[src/rtl/machine_seg_pkg.sv]
`default_nettype none
// ============================================================================
// Module      : machine_seg_pkg
// Description : Shared types and constants for the Machine seven-segment
//               scrolling message driver (state encoding, blank code, glyphs).
//               Segment bit order: bit0=a ... bit6=g, bit7=dp, active-high.
// Revision    : 1.0 - initial release
// ============================================================================
package machine_seg_pkg;

    typedef enum logic [1:0] {
        ST_IDLE = 2'd0,
        ST_LOAD = 2'd1,
        ST_SHOW = 2'd2
    } seg_state_e;

    localparam logic [7:0] SEG_BLANK = 8'h00;

    // Letter and punctuation glyphs
    localparam logic [7:0] GLYPH_H     = 8'h74;
    localparam logic [7:0] GLYPH_E     = 8'h7B;
    localparam logic [7:0] GLYPH_L     = 8'h30;
    localparam logic [7:0] GLYPH_O     = 8'h5C;
    localparam logic [7:0] GLYPH_UNDER = 8'h08;
    localparam logic [7:0] GLYPH_W     = 8'h2A;
    localparam logic [7:0] GLYPH_R     = 8'h31;
    localparam logic [7:0] GLYPH_D     = 8'h5E;
    localparam logic [7:0] GLYPH_BANG  = 8'h82;
    localparam logic [7:0] GLYPH_SPACE = 8'h00;

    // Numeral glyphs (only used when MACHINE_SEG_DIGITS_EN is defined)
    localparam logic [7:0] GLYPH_0 = 8'h3F;
    localparam logic [7:0] GLYPH_1 = 8'h06;
    localparam logic [7:0] GLYPH_2 = 8'h5B;
    localparam logic [7:0] GLYPH_3 = 8'h4F;
    localparam logic [7:0] GLYPH_4 = 8'h66;
    localparam logic [7:0] GLYPH_5 = 8'h6D;
    localparam logic [7:0] GLYPH_6 = 8'h7D;
    localparam logic [7:0] GLYPH_7 = 8'h07;
    localparam logic [7:0] GLYPH_8 = 8'h7F;
    localparam logic [7:0] GLYPH_9 = 8'h6F;

endpackage
`default_nettype wire

[src/rtl/machine_seg_font.sv]
`default_nettype none
// ============================================================================
// Module      : machine_seg_font
// Description : Combinational ASCII to seven-segment font. Unknown codes
//               render blank. Define MACHINE_SEG_DIGITS_EN to add '0'..'9'.
// Revision    : 1.0 - initial release
// ============================================================================
module machine_seg_font
    import machine_seg_pkg::*;
(
    input  logic [7:0] ascii,
    output logic [7:0] seg
);

    // Glyph lookup, blank by default
    always_comb begin
        seg = SEG_BLANK;
        case (ascii)
            8'h68: seg = GLYPH_H;      // 'h'
            8'h65: seg = GLYPH_E;      // 'e'
            8'h6C: seg = GLYPH_L;      // 'l'
            8'h6F: seg = GLYPH_O;      // 'o'
            8'h5F: seg = GLYPH_UNDER;  // '_'
            8'h77: seg = GLYPH_W;      // 'w'
            8'h72: seg = GLYPH_R;      // 'r'
            8'h64: seg = GLYPH_D;      // 'd'
            8'h21: seg = GLYPH_BANG;   // '!'
            8'h20: seg = GLYPH_SPACE;  // ' '
`ifdef MACHINE_SEG_DIGITS_EN
            8'h30: seg = GLYPH_0;
            8'h31: seg = GLYPH_1;
            8'h32: seg = GLYPH_2;
            8'h33: seg = GLYPH_3;
            8'h34: seg = GLYPH_4;
            8'h35: seg = GLYPH_5;
            8'h36: seg = GLYPH_6;
            8'h37: seg = GLYPH_7;
            8'h38: seg = GLYPH_8;
            8'h39: seg = GLYPH_9;
`endif
            default: seg = SEG_BLANK;
        endcase
    end

endmodule
`default_nettype wire

[src/rtl/machine_seg_scroller.sv]
`default_nettype none
// ============================================================================
// Module      : machine_seg_scroller
// Description : Scrolling, time-multiplexed seven-segment message driver.
//               Captures an ASCII message from a byte stream, then shows it
//               on DIGITS multiplexed digits, rotating the window once every
//               SCROLL_DIV cycles when the message is wider than the display.
//               Optional macro MACHINE_SEG_DIGITS_EN adds numeral glyphs.
// Revision    : 1.0 - initial release
// ============================================================================
module machine_seg_scroller
    import machine_seg_pkg::*;
#(
    parameter int DIGITS     = 4,
    parameter int MSG_DEPTH  = 16,
    parameter int MUX_DIV    = 1000,
    parameter int SCROLL_DIV = 250000
) (
    input  logic              system1000,
    input  logic              system1000_rstn,
    input  logic [7:0]        char_in,
    input  logic              char_valid,
    input  logic              char_last,
    output logic              char_ready,
    output logic [7:0]        seg,
    output logic [DIGITS-1:0] an,
    output logic              showing
);

    localparam int LEN_W  = $clog2(MSG_DEPTH + 1);
    localparam int ADDR_W = $clog2(MSG_DEPTH);
    localparam int IDX_W  = (DIGITS > 1) ? $clog2(DIGITS) : 1;
    localparam int MUX_W  = (MUX_DIV > 1) ? $clog2(MUX_DIV) : 1;
    localparam int SCR_W  = (SCROLL_DIV > 1) ? $clog2(SCROLL_DIV) : 1;
    // Wide enough for offset+index and for comparing len against DIGITS
    localparam int SUM_W  = LEN_W + 4;

    seg_state_e          state_q, state_d;
    logic [LEN_W-1:0]    wr_cnt_q, wr_cnt_d;
    logic [LEN_W-1:0]    len_q, len_d;
    logic [ADDR_W-1:0]   offset_q, offset_d;
    logic [SCR_W-1:0]    scroll_cnt_q, scroll_cnt_d;
    logic [MUX_W-1:0]    mux_cnt_q, mux_cnt_d;
    logic [IDX_W-1:0]    idx_q, idx_d;
    logic [7:0]          seg_q, seg_d;
    logic [DIGITS-1:0]   an_q, an_d;
    logic                showing_q, showing_d;

    logic [7:0]          msg_buf_q [MSG_DEPTH];
    logic                wr_en;
    logic [ADDR_W-1:0]   wr_addr;
    logic                refresh;

    logic [SUM_W-1:0]    rd_sum;
    logic [ADDR_W-1:0]   rd_addr;
    logic [7:0]          rd_char;
    logic [7:0]          font_seg;

    assign char_ready = 1'b1;
    assign seg        = seg_q;
    assign an         = an_q;
    assign showing    = showing_q;

    // Message storage; contents are don't-care after reset so no reset here
    always_ff @(posedge system1000) begin
        if (wr_en) begin
            msg_buf_q[wr_addr] <= char_in;
        end
    end

    // Capture FSM, commit logic and scroll/mux counters
    always_comb begin
        state_d      = state_q;
        wr_cnt_d     = wr_cnt_q;
        len_d        = len_q;
        offset_d     = offset_q;
        scroll_cnt_d = scroll_cnt_q;
        mux_cnt_d    = mux_cnt_q;
        idx_d        = idx_q;
        wr_en        = 1'b0;
        wr_addr      = '0;
        refresh      = 1'b0;

        if (char_valid) begin
            wr_en   = 1'b1;
            state_d = ST_LOAD;
            if (state_q == ST_LOAD) begin
                wr_addr  = ADDR_W'(wr_cnt_q);
                wr_cnt_d = wr_cnt_q + LEN_W'(1);
            end else begin
                wr_addr  = '0;
                wr_cnt_d = LEN_W'(1);
            end
            // A full buffer forces the commit even without char_last
            if (char_last || (wr_cnt_d == LEN_W'(MSG_DEPTH))) begin
                state_d      = ST_SHOW;
                len_d        = wr_cnt_d;
                offset_d     = '0;
                scroll_cnt_d = '0;
                mux_cnt_d    = '0;
                idx_d        = '0;
                refresh      = 1'b1;
            end
        end else if (state_q == ST_SHOW) begin
            if (scroll_cnt_q == SCR_W'(SCROLL_DIV - 1)) begin
                scroll_cnt_d = '0;
                if (SUM_W'(len_q) > SUM_W'(DIGITS)) begin
                    if ((LEN_W'(offset_q) + LEN_W'(1)) == len_q) begin
                        offset_d = '0;
                    end else begin
                        offset_d = offset_q + ADDR_W'(1);
                    end
                end
            end else begin
                scroll_cnt_d = scroll_cnt_q + SCR_W'(1);
            end

            if (mux_cnt_q == MUX_W'(MUX_DIV - 1)) begin
                mux_cnt_d = '0;
                refresh   = 1'b1;
                if (idx_q == IDX_W'(DIGITS - 1)) begin
                    idx_d = '0;
                end else begin
                    idx_d = idx_q + IDX_W'(1);
                end
            end else begin
                mux_cnt_d = mux_cnt_q + MUX_W'(1);
            end
        end
    end

    // Character address for the digit about to be lit: (offset+index) mod len.
    // Both terms are below len when scrolling, so one subtract is enough.
    // Bypass covers a single-character message committed on the same edge.
    always_comb begin
        rd_sum = SUM_W'(offset_d) + SUM_W'(idx_d);
        if (rd_sum >= SUM_W'(len_d)) begin
            rd_sum = rd_sum - SUM_W'(len_d);
        end
        rd_addr = ADDR_W'(rd_sum);
        if (wr_en && (wr_addr == rd_addr)) begin
            rd_char = char_in;
        end else begin
            rd_char = msg_buf_q[rd_addr];
        end
    end

    machine_seg_font u_font (
        .ascii (rd_char),
        .seg   (font_seg)
    );

    // Registered display outputs; seg and an update together on a refresh
    always_comb begin
        seg_d     = seg_q;
        an_d      = an_q;
        showing_d = showing_q;
        if (state_d == ST_SHOW) begin
            showing_d = 1'b1;
            if (refresh) begin
                an_d = DIGITS'(1) << idx_d;
                if (SUM_W'(idx_d) >= SUM_W'(len_d)) begin
                    seg_d = SEG_BLANK;
                end else begin
                    seg_d = font_seg;
                end
            end
        end else begin
            showing_d = 1'b0;
            an_d      = '0;
            seg_d     = SEG_BLANK;
        end
    end

    // State and counter registers
    always_ff @(posedge system1000 or negedge system1000_rstn) begin
        if (!system1000_rstn) begin
            state_q      <= ST_IDLE;
            wr_cnt_q     <= '0;
            len_q        <= '0;
            offset_q     <= '0;
            scroll_cnt_q <= '0;
            mux_cnt_q    <= '0;
            idx_q        <= '0;
            seg_q        <= SEG_BLANK;
            an_q         <= '0;
            showing_q    <= 1'b0;
        end else begin
            state_q      <= state_d;
            wr_cnt_q     <= wr_cnt_d;
            len_q        <= len_d;
            offset_q     <= offset_d;
            scroll_cnt_q <= scroll_cnt_d;
            mux_cnt_q    <= mux_cnt_d;
            idx_q        <= idx_d;
            seg_q        <= seg_d;
            an_q         <= an_d;
            showing_q    <= showing_d;
        end
    end

endmodule
`default_nettype wire

[config.mk]
export PLATFORM = sky130hd
export DESIGN_NAME = machine_seg_scroller
export DESIGN_NICKNAME = d
export VERILOG_FILES = /design/src/rtl/machine_seg_pkg.sv /design/src/rtl/machine_seg_font.sv /design/src/rtl/machine_seg_scroller.sv
export SDC_FILE = /design/constraint.sdc
export NUM_CORES = 1
export LEC_CHECK = 0
export ABC_AREA = 1
export CORE_ASPECT_RATIO = 0.75
export CORE_MARGIN = 2
export CORE_UTILIZATION = 56
export CTS_CLUSTER_DIAMETER = 30
export CTS_CLUSTER_SIZE = 30
export DETAILED_ROUTE_END_ITERATION = 10
export PLACE_DENSITY_LB_ADDON = 0.3
export SYNTH_ARGS = -nofsm -noshare
export SYNTH_HDL_FRONTEND = slang
export SYNTH_SLANG_ARGS = --single-unit
[constraint.sdc]
create_clock -name system1000 -period 4.78 [get_ports system1000]
set_input_delay 0.717 -clock system1000 [delete_from_list [all_inputs] [get_ports system1000]]
set_output_delay 0.717 -clock system1000 [all_outputs]
set_load 0.01 [all_outputs]
# [Word level (Yosys, flattened, before mapping)]
# Memory sizes are Yosys's and may differ from the RTL's.
# Cells that the tools add are included.
[word_totals] reg_bits=59 input_bits=12 out_inout_bits=14 wordCells=90 memories=1 ramBits=128
[memory_table] memory="msg_buf_q" words=16 width=8 rd=1 rd_clocked_by_memory_dff=0 wr=1 line_no="machine_seg_scroller.sv:49" source="logic [7:0] msg_buf_q [MSG_DEPTH];"
[classes] n_lt_le_gt_ge=3 eq_ne=20 shift=1 mux=43 addsub=8 reduce_logical=4
[ops] op="2-to-1 mux 18 bit" count=4
[ops] op="one-hot mux 8 bit (9 select lines)" count=1
[ops] op="equality test 8 x 7 -> 1 bit (second input constant)" count=8
[ops] op="2-to-1 mux 4 bit" count=11
[ops] op="2-to-1 mux 10 bit" count=4
[ops] op="2-to-1 mux 8 bit" count=4
[ops] op="2-to-1 mux 5 bit" count=4
[ops] op="adder 18 x 1 -> 18 bit (second input constant)" count=1
[ops] op="equality test 18 bit (second input constant)" count=1
[ops] op="2-to-1 mux 2 bit" count=7
[ops] op="adder 10 x 1 -> 10 bit (second input constant)" count=1
[ops] op="equality test 10 bit (second input constant)" count=1
[ops] op="equality test 8 x 6 -> 1 bit (second input constant)" count=1
[ops] op="2-to-1 mux 1 bit" count=8
[ops] op="equality test 2 bit (second input constant)" count=3
[ops] op="adder 4 x 1 -> 5 bit (second input constant)" count=1
[ops] op="adder 4 x 2 -> 5 bit" count=1
[ops] op="adder 5 x 1 -> 5 bit (second input constant)" count=1
[ops] op="equality test 5 bit" count=1
[ops] op="equality test 5 bit (second input constant)" count=1
[ops] op="greater-or-equal comparator 2 x 5 -> 1 bit" count=1
[ops] op="greater-or-equal comparator 5 bit" count=1
[ops] op="> comparator 5 x 3 -> 1 bit (second input constant)" count=1
[ops] op="adder 4 x 1 -> 4 bit (second input constant)" count=1
[ops] op="11 further kinds" count=11

# [Longest topological paths before layout]
# Gate-level depths: netlist (run 1).
[depth] ltp_word=18 depth_mapped=44 ltp_nobuf=42

# [Modules after synthesis]
# From an unflattened synthesis (run 1), not the netlist that was laid out.
[hier_totals] hier_cells=1014 area_unflattened_um2=9524.1
[modules_own_cells] mod="machine_seg_scroller" area_each_um2=9208.8 cells_each=949 n_inst=1 seq_area_each_um2=5320.1
[modules_own_cells] mod="machine_seg_font" area_each_um2=315.3 cells_each=65 n_inst=1 seq_area_each_um2=0.0

# [Worst setup path before layout (run 1)]
# OpenSTA, ideal clock, no wires.
[synth_path] path_type="register to register" from="register wr_cnt_q[1]" to="register seg_q[5], in the netlist seg[5]" path_slack_ps=-426 required_ps=4659 path_buffers=3 setup_time_ps=121 period_less_slack_ps=5206 arrival_ps=5085 path_stages_with_launch=40 cell_sequence="dfrtp_1 ha_1 nand3_1 nand2_1 nand2_1 nor2_2 nand3_1 nand2_1 nand2_1 clkbuf_1 inv_1 nor2_1 a22oi_1 inv_1 fa_1 inv_1 nand3_1 nand2_4 [... 4 more ...] nand3_2 nand2_1 nand2_1 buf_2 xor2_1 nor3_1 nand3_2 nor2_4 buf_6 nand2_2 nand2_2 inv_2 nand2_1 nor2_1 nand2_1 nand3_1 o21bai_1 nand2_1"
[synth_between] elab_chain_cells=18 elab_cells_between_ends=41 classes_between="add/sub: 3; order compare: 2; eq/ne: 13; mux: 20; reduce/logical: 2; memory: 1"
[synth_rtl] item="start: declaration" line_no="machine_seg_scroller.sv:39" source="logic [LEN_W-1:0] wr_cnt_q, wr_cnt_d;"
[synth_rtl] item="start signal: assignment" line_no="machine_seg_scroller.sv:190" source="wr_cnt_q <= wr_cnt_d;"
[synth_rtl] item="adder 5 x 1 -> 5 bit (*)" line_no="machine_seg_scroller.sv:89" source="wr_cnt_d = wr_cnt_q + LEN_W'(1);"
[synth_rtl] item="2-to-1 mux 5 bit (*)" line_no="machine_seg_scroller.sv:87" source="if (state_q == ST_LOAD) begin"
[synth_rtl] item="2-to-1 mux 5 bit (*)" line_no="machine_seg_scroller.sv:84" source="if (char_valid) begin"
[synth_rtl] item="equality test 5 bit (*)" line_no="machine_seg_scroller.sv:95" source="if (char_last || (wr_cnt_d == LEN_W'(MSG_DEPTH))) begin"
[synth_rtl] item="logical OR 1 bit (*)" line_no="machine_seg_scroller.sv:95"
[synth_rtl] item="2-to-1 mux 2 bit (*)" line_no="machine_seg_scroller.sv:95"
[synth_rtl] item="2-to-1 mux 2 bit (*)" line_no="machine_seg_scroller.sv:84"
[synth_rtl] item="via idx_d[1]" line_no="machine_seg_scroller.sv:44" source="logic [IDX_W-1:0] idx_q, idx_d;"
[synth_rtl] item="parallel branches: the longest is 8 deep, another holds memory read (16 x 8 bit)"
[synth_rtl] item="2-to-1 mux 8 bit (*)" line_no="machine_seg_scroller.sv:162" source="if (SUM_W'(idx_d) >= SUM_W'(len_d)) begin"
[synth_rtl] item="2-to-1 mux 8 bit (*)" line_no="machine_seg_scroller.sv:160" source="if (refresh) begin"
[synth_rtl] item="2-to-1 mux 8 bit (*)" line_no="machine_seg_scroller.sv:158" source="if (state_d == ST_SHOW) begin"
[synth_rtl] item="end signal: assignment" line_no="machine_seg_scroller.sv:196" source="seg_q <= seg_d;"
[synth_rtl] item="end: declaration" line_no="machine_seg_scroller.sv:45" source="logic [7:0] seg_q, seg_d;"
# Mark *: on every way through the listed nets, which the timed path passes. The select of a mux whose other input is x is not followed.
# A chain may end at the register's enable or synchronous reset.

# [Worst setup path in the final report (run 1)]
[layout_path] from="register scroll_cnt_q[0]" to="register seg_q[4], in the netlist seg[4]"
[layout_between] elab_chain_cells=15 elab_cells_between_ends=25 classes_between="add/sub: 2; order compare: 1; eq/ne: 11; mux: 9; reduce/logical: 1; memory: 1"
[layout_rtl] item="start: declaration" line_no="machine_seg_scroller.sv:42" source="logic [SCR_W-1:0] scroll_cnt_q, scroll_cnt_d;"
[layout_rtl] item="start signal: assignment" line_no="machine_seg_scroller.sv:193" source="scroll_cnt_q <= scroll_cnt_d;"
[layout_rtl] item="equality test 18 bit (*)" line_no="machine_seg_scroller.sv:105" source="if (scroll_cnt_q == SCR_W'(SCROLL_DIV - 1)) begin"
[layout_rtl] item="2-to-1 mux 4 bit (*)" line_no="machine_seg_scroller.sv:105"
[layout_rtl] item="2-to-1 mux 4 bit (*)" line_no="machine_seg_scroller.sv:104" source="end else if (state_q == ST_SHOW) begin"
[layout_rtl] item="2-to-1 mux 4 bit (*)" line_no="machine_seg_scroller.sv:84"
[layout_rtl] item="via offset_d[0]" line_no="machine_seg_scroller.sv:41" source="logic [ADDR_W-1:0] offset_q, offset_d;"
[layout_rtl] item="adder 4 x 2 -> 5 bit (*)" line_no="machine_seg_scroller.sv:136" source="rd_sum = SUM_W'(offset_d) + SUM_W'(idx_d);"
[layout_rtl] item="subtractor 4 bit / greater-or-equal comparator 5 bit (equally long branches)" line_no="machine_seg_scroller.sv:138, machine_seg_scroller.sv:137"
[layout_rtl] item="2-to-1 mux 4 bit (*)" line_no="machine_seg_scroller.sv:137" source="if (rd_sum >= SUM_W'(len_d)) begin"
[layout_rtl] item="parallel branches: the longest is 2 deep, another holds memory read (16 x 8 bit)"
[layout_rtl] item="2-to-1 mux 8 bit (*)" line_no="machine_seg_scroller.sv:141" source="if (wr_en && (wr_addr == rd_addr)) begin"
[layout_rtl] item="equality test 8 x 6 -> 1 bit / equality test 8 x 7 -> 1 bit (equally long branches)" line_no="machine_seg_font.sv:18" source="case (ascii)"
[layout_rtl] item="one-hot mux 8 bit (9 select lines) (*)" line_no="machine_seg_font.sv:18"
[layout_rtl] item="2-to-1 mux 8 bit (*)" line_no="machine_seg_scroller.sv:162"
[layout_rtl] item="2-to-1 mux 8 bit (*)" line_no="machine_seg_scroller.sv:160"
[layout_rtl] item="2-to-1 mux 8 bit (*)" line_no="machine_seg_scroller.sv:158"
# Marked as above.

==> results of run 1 <==
==> area by class of cell <==
| type | count | area (um^2) |
|---|---|---|
| clock buffer | 18 | 429 |
| clock inverter | 13 | 168 |
| fill | 1044 | 3980 |
| inverter | 103 | 395 |
| multi-input combinational | 703 | 3810 |
| sequential | 187 | 5320 |
| tap | 210 | 263 |
| timing repair buffer | 190 | 1750 |
==> per-layer routing <==
metal  vias to the layer above  global-route usage (%)  part of all wire, %
met1                      3850                    41.4                   43
met5                         -                       0                    0
met3                        64                    8.12                   10
met2                       440                    45.1                   45
met4                         0                    8.58                  1.8
li1                       3809                       -                    -
==> through the flow <==
| step | total power [mW] | cells | hold WS [ns] | TNS, ns | setup WS [ns] |
|---|---|---|---|---|---|
| final | 6.31 | 1424 | 0.416 | -2.85 | -0.403 |
| after global routing | 6.61 | 1424 | 0.486 | -4.60 | -0.613 |
| after CTS | 6.10 | 1416 | 0.454 | -0.392 | -0.101 |
| after detailed placement | 4.19 | 1350 | 0.471 | -6.00 | -0.776 |
| after global placement | 4.14 | 1350 | 0.465 | -4.37 | -0.592 |
| after floorplan | 3.31 | 1025 | 0.421 | -0.0240 | -0.0237 |
==> sequential cells by signal (all words and copies together) (netlist names) <==
register and count:
mux_cnt_q 10, len_q 5, offset_q 4, seg 8, idx_q 2, state_q 2
showing 1, an 4, wr_cnt_q 5, scroll_cnt_q 18, msg_buf_q 128
==> cells in the final DEF, fill, tap and decap left out, drive strengths merged, types with 2 or more instances in the layout <==
master,instances
nand2,312
o31ai,4
o22ai,14
nor2,86
buf,167
edfxtp,128
nand4,14
clkinv,8
clkbuf,18
o32ai,5
fa,2
o21bai,3
dfrtp,59
xnor2,3
nor3,16
a31oi,3
clkinvlp,2
clkdlybuf4s50,23
nand3,111
o21ai,65
a21oi,17
ha,14
bufinv,3
or2,12
xor2,9
inv,103
a21o,2
nor4,2
nand3b,2
a22oi,2
==> critical path, delay by kind of cell (launching register included) <==
kind	cells	cell delay [ns]
AOI/OAI and AO/OA	1	0.20
xor gates and xnor gates	1	0.14
adders and majority gates	4	1.22
buffers and inverters	6	0.82
DFF	1	0.37
and+or+nand+nor	18	2.38
==> repair_timing <==
item	4_1_cts	5_1_grt
pin swaps	47	18
resized for setup	70	29
buffers inserted	31	8
endpoints found under the setup margin	8	8
cloned	4	0
==> logic make-up after synthesis <==
group           Yosys count  share of synthesized area [%]
fa+ha+maj                16                           2.32
simple gates            555                           26.1
flops                   187                           57.3
xor+xnor                 12                           1.13
other cells               1                         0.0404
compound gates          119                           7.41
buf+inv                 135                           5.78
==> power by group <==
part	leakage, nW	internal, mW	total, mW	switching [mW]
clock	0.289	0.826	1.45	0.620
sequential	1.96	1.77	1.79	0.0241
combinational	2.91	1.31	3.07	1.76
==> worst min path at each step <==
stage	startpoint	to	slack [ns]	depth (start not counted)
detailed placement	seg[3]$_DFFE_PN0P_	seg[3]$_DFFE_PN0P_	0.47	2
global placement	seg[6]$_DFFE_PN0P_	seg[6]$_DFFE_PN0P_	0.46	2
finish	system1000_rstn	scroll_cnt_q[11]$_DFFE_PN0P_	0.42	2
CTS	system1000_rstn	scroll_cnt_q[4]$_DFFE_PN0P_	0.45	2
global route	system1000_rstn	scroll_cnt_q[11]$_DFFE_PN0P_	0.49	2
floorplan	system1000_rstn	an[0]$_DFFE_PN0P_	0.42	0
==> impl_metrics.py, run 1 <==
metrics = {
    "timing": {
        "worstMarginPinSlew_ns": 1.08,
        "fmax_mhz": 193,
        "drv_slew": 0,
        "finalSetupViolCount": 8,
        "period_minus_slack_ns": 5.18,
        "clock_skew_ns": 0.0109,
        "hold_viol": 0,
        "min_period_over_period_pct": 108,
        "relSlewSlack_pct": 28.0,
        "rsz0062_at_grt": "yes",
        "setup_ws_ns": -0.403,
    },
    "placement": {
        "dp_hpwl_um": 16400,
        "place_area_mm2": 0.0108,
        "portBuffers": 24,
        "place_congestion": 0.958,
    },
    "worst_setup_path": {
        "cp_slowest_stage_delay_ns": 0.47,
        "cp_common_cell": "nand3_2",
        "critPathLaunchType": "register",
        "crit_type": "reg -> reg",
        "regToRegEndpoint": "seg[4]$_DFFE_PN0P_",
        "r2r_start": "scroll_cnt_q[0]$_DFFE_PN0P_",
        "worstPathRequired_ns": 5.15,
        "crit_fanout": 7,
        "critical_path.slowest_cell": "fa_2",
        "rr_worst_depth": 30,
        "crit_end": "seg[4]$_DFFE_PN0P_",
        "worstPathArrival_ns": 5.56,
        "cp-end-kind": "register",
        "rrSetupSlack_ns": -0.40,
        "startpoint": "scroll_cnt_q[0]$_DFFE_PN0P_",
    },
    "cts": {
        "path_clk_slew_ns": 0.07,
        "cts_buffers": 17,
        "insertion_delay_ns": 0.44,
        "ctsRootBufferMaster": "clkbuf_16",
        "cts_buffer_depth": 2,
        "holdBufCountCts": 0,
        "cts_tree": "built",
        "htreeDepth": 4,
        "cts_sinks": 187,
    },
    "floorplan": {
        "start_util_pct": 57.7,
        "die_h_um": 116,
        "dieArea_mm2": 0.0177,
        "die_w_um": 153,
        "ios": 26,
        "row_count": 40,
        "core_area_mm2": 0.0161,
    },
    "global_route": {
        "overflow": 0,
        "grt_pass1_vias": 7780,
        "grt_usage_pct": 29.3,
        "grt_max_degree": 60,
        "grt_pass1_wl_um": 40000,
        "antenna_found_initial": 0,
    },
    "yosys": {
        "seq_area_frac_synth_pct": 57.3,
        "synthTopCellsByArea": "edfxtp_1, dfrtp_1, nand2_1",
        "synthTopCellsByCount": "nand2_1, edfxtp_1, nand3_1",
        "synth_top_cell_area_share_pct": 41.4,
        "syn_inst": 1025,
        "ys.flop_type": "edfxtp_1",
        "synth_nets": 1053,
        "syn-cell-area_mm2": 0.00929,
        "yosysTopAreaCell": "edfxtp_1",
        "ys_seq_elements": 187,
        "ys_async_sr_fraction_pct": 31.6,
        "yosys_warnings": 0,
        "yosysMostFrequentCell": "nand2_1",
        "synth-edff-count": 128,
        "synth_area_per_cell_um2": 9.07,
        "synth_cell_types": 44,
    },
    "route": {
        "routed_via_density": 5.73,
        "num_vias": 8163,
        "drtIter0Drc": 1040,
        "ant_nets": 0,
        "wl_um": 25700,
        "drc": 0,
        "firstDrtPassIters": 5,
        "wl_per_cell_um": 18.0,
    },
    "final_layout": {
        "drive_gt1_share_pct": 26.4,
        "nNetsFinal": 1230,
        "area_growth_pct": 30.6,
        "n_antenna_cell": 0,
        "fin_area_mm2": 0.0121,
        "fin_util_pct": 75.3,
    },
    "outcome": {
        "failed_checks": "negative setup slack",
        "status": "finished with violations",
    },
    "pwr": {
        "p_leak_nw": 5.16,
        "ir_drop_mv": 0.329,
        "powerDensity_mw_per_mm2": 520,
    },
    "run": {
        "drv_cap": 0,
    },
    "min_path": {
        "hp-class": "in -> async",
    },
}
(Power assumes the default switching activity.)
==> run 2: changes to the inputs <==
--- a/config.mk
+++ b/config.mk
@@ -13,6 +13,7 @@
 export CTS_CLUSTER_SIZE = 30
 export DETAILED_ROUTE_END_ITERATION = 10
 export PLACE_DENSITY_LB_ADDON = 0.3
+export SKIP_LAST_GASP = 1
 export SYNTH_ARGS = -nofsm -noshare
 export SYNTH_HDL_FRONTEND = slang
 export SYNTH_SLANG_ARGS = --single-unit
==> results of run 2 <==
The final DEF is identical to that of run 1; final timing and power are the same.
==> run 3: changes to the inputs <==
--- a/config.mk
+++ b/config.mk
@@ -8,7 +8,7 @@
 export ABC_AREA = 1
 export CORE_ASPECT_RATIO = 0.75
 export CORE_MARGIN = 2
-export CORE_UTILIZATION = 56
+export CORE_UTILIZATION = 25
 export CTS_CLUSTER_DIAMETER = 30
 export CTS_CLUSTER_SIZE = 30
 export DETAILED_ROUTE_END_ITERATION = 10
==> impl_metrics.py, run 3 (same netlist as run 1, synthesis figures left out) <==
metrics = {
    "outcome": {
        "status": "finished with violations",
        "failed_checks": "negative setup slack",
    },
    "timing": {
        "finalSetupViolCount": 8,
        "period_minus_slack_ns": 5.08,
        "drv_slew": 0,
        "setup_ws_ns": -0.297,
        "relSlewSlack_pct": 35.4,
        "worstMarginPinSlew_ns": 0.966,
        "clock_skew_ns": 0.0188,
        "min_period_over_period_pct": 106,
        "rsz0062_at_grt": "yes",
        "setup-tns-final_ns": -2.02,
        "hold_viol": 0,
        "timing.hold.ws_ns": 0.289,
        "fmax_mhz": 197,
    },
    "min_path": {
        "hp-class": "in -> async",
    },
    "final_layout": {
        "n_antenna_cell": 0,
        "drive_gt1_share_pct": 25.5,
        "largest_register": "msg_buf_q",
        "nNetsFinal": 1230,
        "final_common_cell": "nand2_1",
        "fin_util_pct": 33.5,
        "area_growth_pct": 32.9,
        "largest_register_ffs": 128,
        "fin_area_mm2": 0.0124,
        "reg_top3": "msg_buf_q x128, scroll_cnt_q x18, mux_cnt_q x10",
        "final_cell_mix": "nand2_1, buf_4, edfxtp_1, nand3_1, inv_1",
    },
    "run": {
        "drv_cap": 0,
    },
    "cts": {
        "cts_tree": "built",
        "holdBufCountCts": 0,
        "cts_sinks": 187,
        "cts_buffers": 17,
        "path_clk_slew_ns": 0.09,
        "htreeDepth": 4,
        "ctsRootBufferMaster": "clkbuf_16",
        "cts_buffer_depth": 2,
        "insertion_delay_ns": 0.45,
    },
    "worst_setup_path": {
        "cp_common_cell": "nand2_1",
        "cp-end-kind": "register",
        "worstPathRequired_ns": 5.16,
        "rr_worst_depth": 39,
        "crit_type": "reg -> reg",
        "r2r_start": "wr_cnt_q[1]$_DFFE_PN0P_",
        "critPathLaunchType": "register",
        "rrSetupSlack_ns": -0.30,
        "worstPathArrival_ns": 5.45,
        "critical_path.slowest_cell": "fa_2",
        "crit_fanout": 7,
        "cp_slowest_stage_delay_ns": 0.41,
        "regToRegEndpoint": "seg[1]$_DFFE_PN0P_",
    },
    "pwr": {
        "powerDensity_mw_per_mm2": 510,
        "pwr-share-comb_pct": 46.8,
        "p_sw_share_pct": 38.2,
        "p_switching_mw": 2.40,
        "p_seq_share_pct": 28.4,
        "p_leak_nw": 5.15,
        "ir_drop_mv": 0.219,
        "intPower_mw": 3.90,
        "pwr-share-clk_pct": 24.8,
    },
    "global_route": {
        "grt_pass1_wl_um": 40600,
        "grt_usage_pct": 13.6,
        "overflow": 0,
        "grt_pass1_vias": 7386,
        "antenna_found_initial": 0,
        "grt_max_degree": 37,
    },
    "floorplan": {
        "row_count": 61,
        "core_area_mm2": 0.0369,
        "die_h_um": 171,
        "ios": 26,
        "dieArea_mm2": 0.0387,
        "die_w_um": 227,
        "start_util_pct": 25.2,
    },
    "placement": {
        "place_area_mm2": 0.0113,
        "place_ws_ns": -0.749,
        "dp_hpwl_um": 17400,
        "portBuffers": 24,
        "place_congestion": 0.859,
    },
    "route": {
        "drc": 0,
        "routed_via_density": 4.42,
        "firstDrtPassIters": 7,
        "drtIter0Drc": 705,
        "ant_nets": 0,
        "wl_um": 25400,
        "num_vias": 7600,
        "wl_per_cell_um": 14.8,
    },
}
run 3: cell types whose count changed in the layout (fill, tap and decap cells not counted), sizes merged:
cell | before | now
bufinv | 3 | 4
clkbuf | 18 | 17
clkinv | 8 | 4
inv | 103 | 107
run 3: worst max path at each step:
stage / depth (start not counted) / end / slack, ns / startpoint
4_1_cts: 38 / seg[5]$_DFFE_PN0P_ / -0.17 / wr_cnt_q[0]$_DFFE_PN0P_
3_5_place_dp: 32 / seg[5]$_DFFE_PN0P_ / -0.75 / char_valid
3_3_place_gp: 34 / seg[1]$_DFFE_PN0P_ / -0.73 / char_valid
6_report: 39 / seg[1]$_DFFE_PN0P_ / -0.30 / wr_cnt_q[1]$_DFFE_PN0P_
5_1_grt: 41 / seg[1]$_DFFE_PN0P_ / -0.62 / wr_cnt_q[1]$_DFFE_PN0P_
2_1_floorplan: 39 / seg[5]$_DFFE_PN0P_ / -0.02 / wr_cnt_q[1]$_DFFE_PN0P_
run 3: repair_timing:
action                     4_1_cts  5_1_grt
pin swaps                       33       29
cloned                           3        0
resized for setup               49       15
buffers inserted                15        5
setup endpoints to repair        8        8
run 3: per-stage QoR:
step | std cells | total power [mW]
after CTS | 1713 | 6.28
after global placement | 1664 | 4.35
after global routing | 1718 | 6.67
after floorplan | 1025 | 3.31
after detailed placement | 1664 | 4.34
final | 1718 | 6.30
run 3: power groups by stage:
stage                     Sequential (mW)  Combinational [mW]  Clock [mW]
after floorplan                      1.82                1.49           0
after global placement               1.82                2.53           0
after detailed placement             1.82                2.52           0
after CTS                            1.79                2.89        1.60
after global routing                 1.79                3.23        1.65
final                                1.79                2.95        1.56
run 3: routing by layer:
metal	track usage, %	share of wire [%]
met5	0	0
met4	3.83	1.1
met3	2.27	4.4
met2	20.4	43
met1	20.0	52
run 3: final cells by class:
class                           instances  area [um^2]
Fill cell                            3763        24500
Sequential cell                       187         5320
Multi-Input combinational cell        703         3710
Timing Repair Buffer                  190         1670
Tap cell                              504          631
Clock buffer                           17          425
Inverter                              103          392
Clock inverter                         14          206
run 3: critical path: cells and delay by family (launching register included):
family                     cells  cell delay [ns]
AOI/OAI and AO/OA              4             0.56
adders and majority gates      4             1.04
buffers and inverters          6             0.55
DFF                            1             0.39
and+or+nand+nor               25             2.45
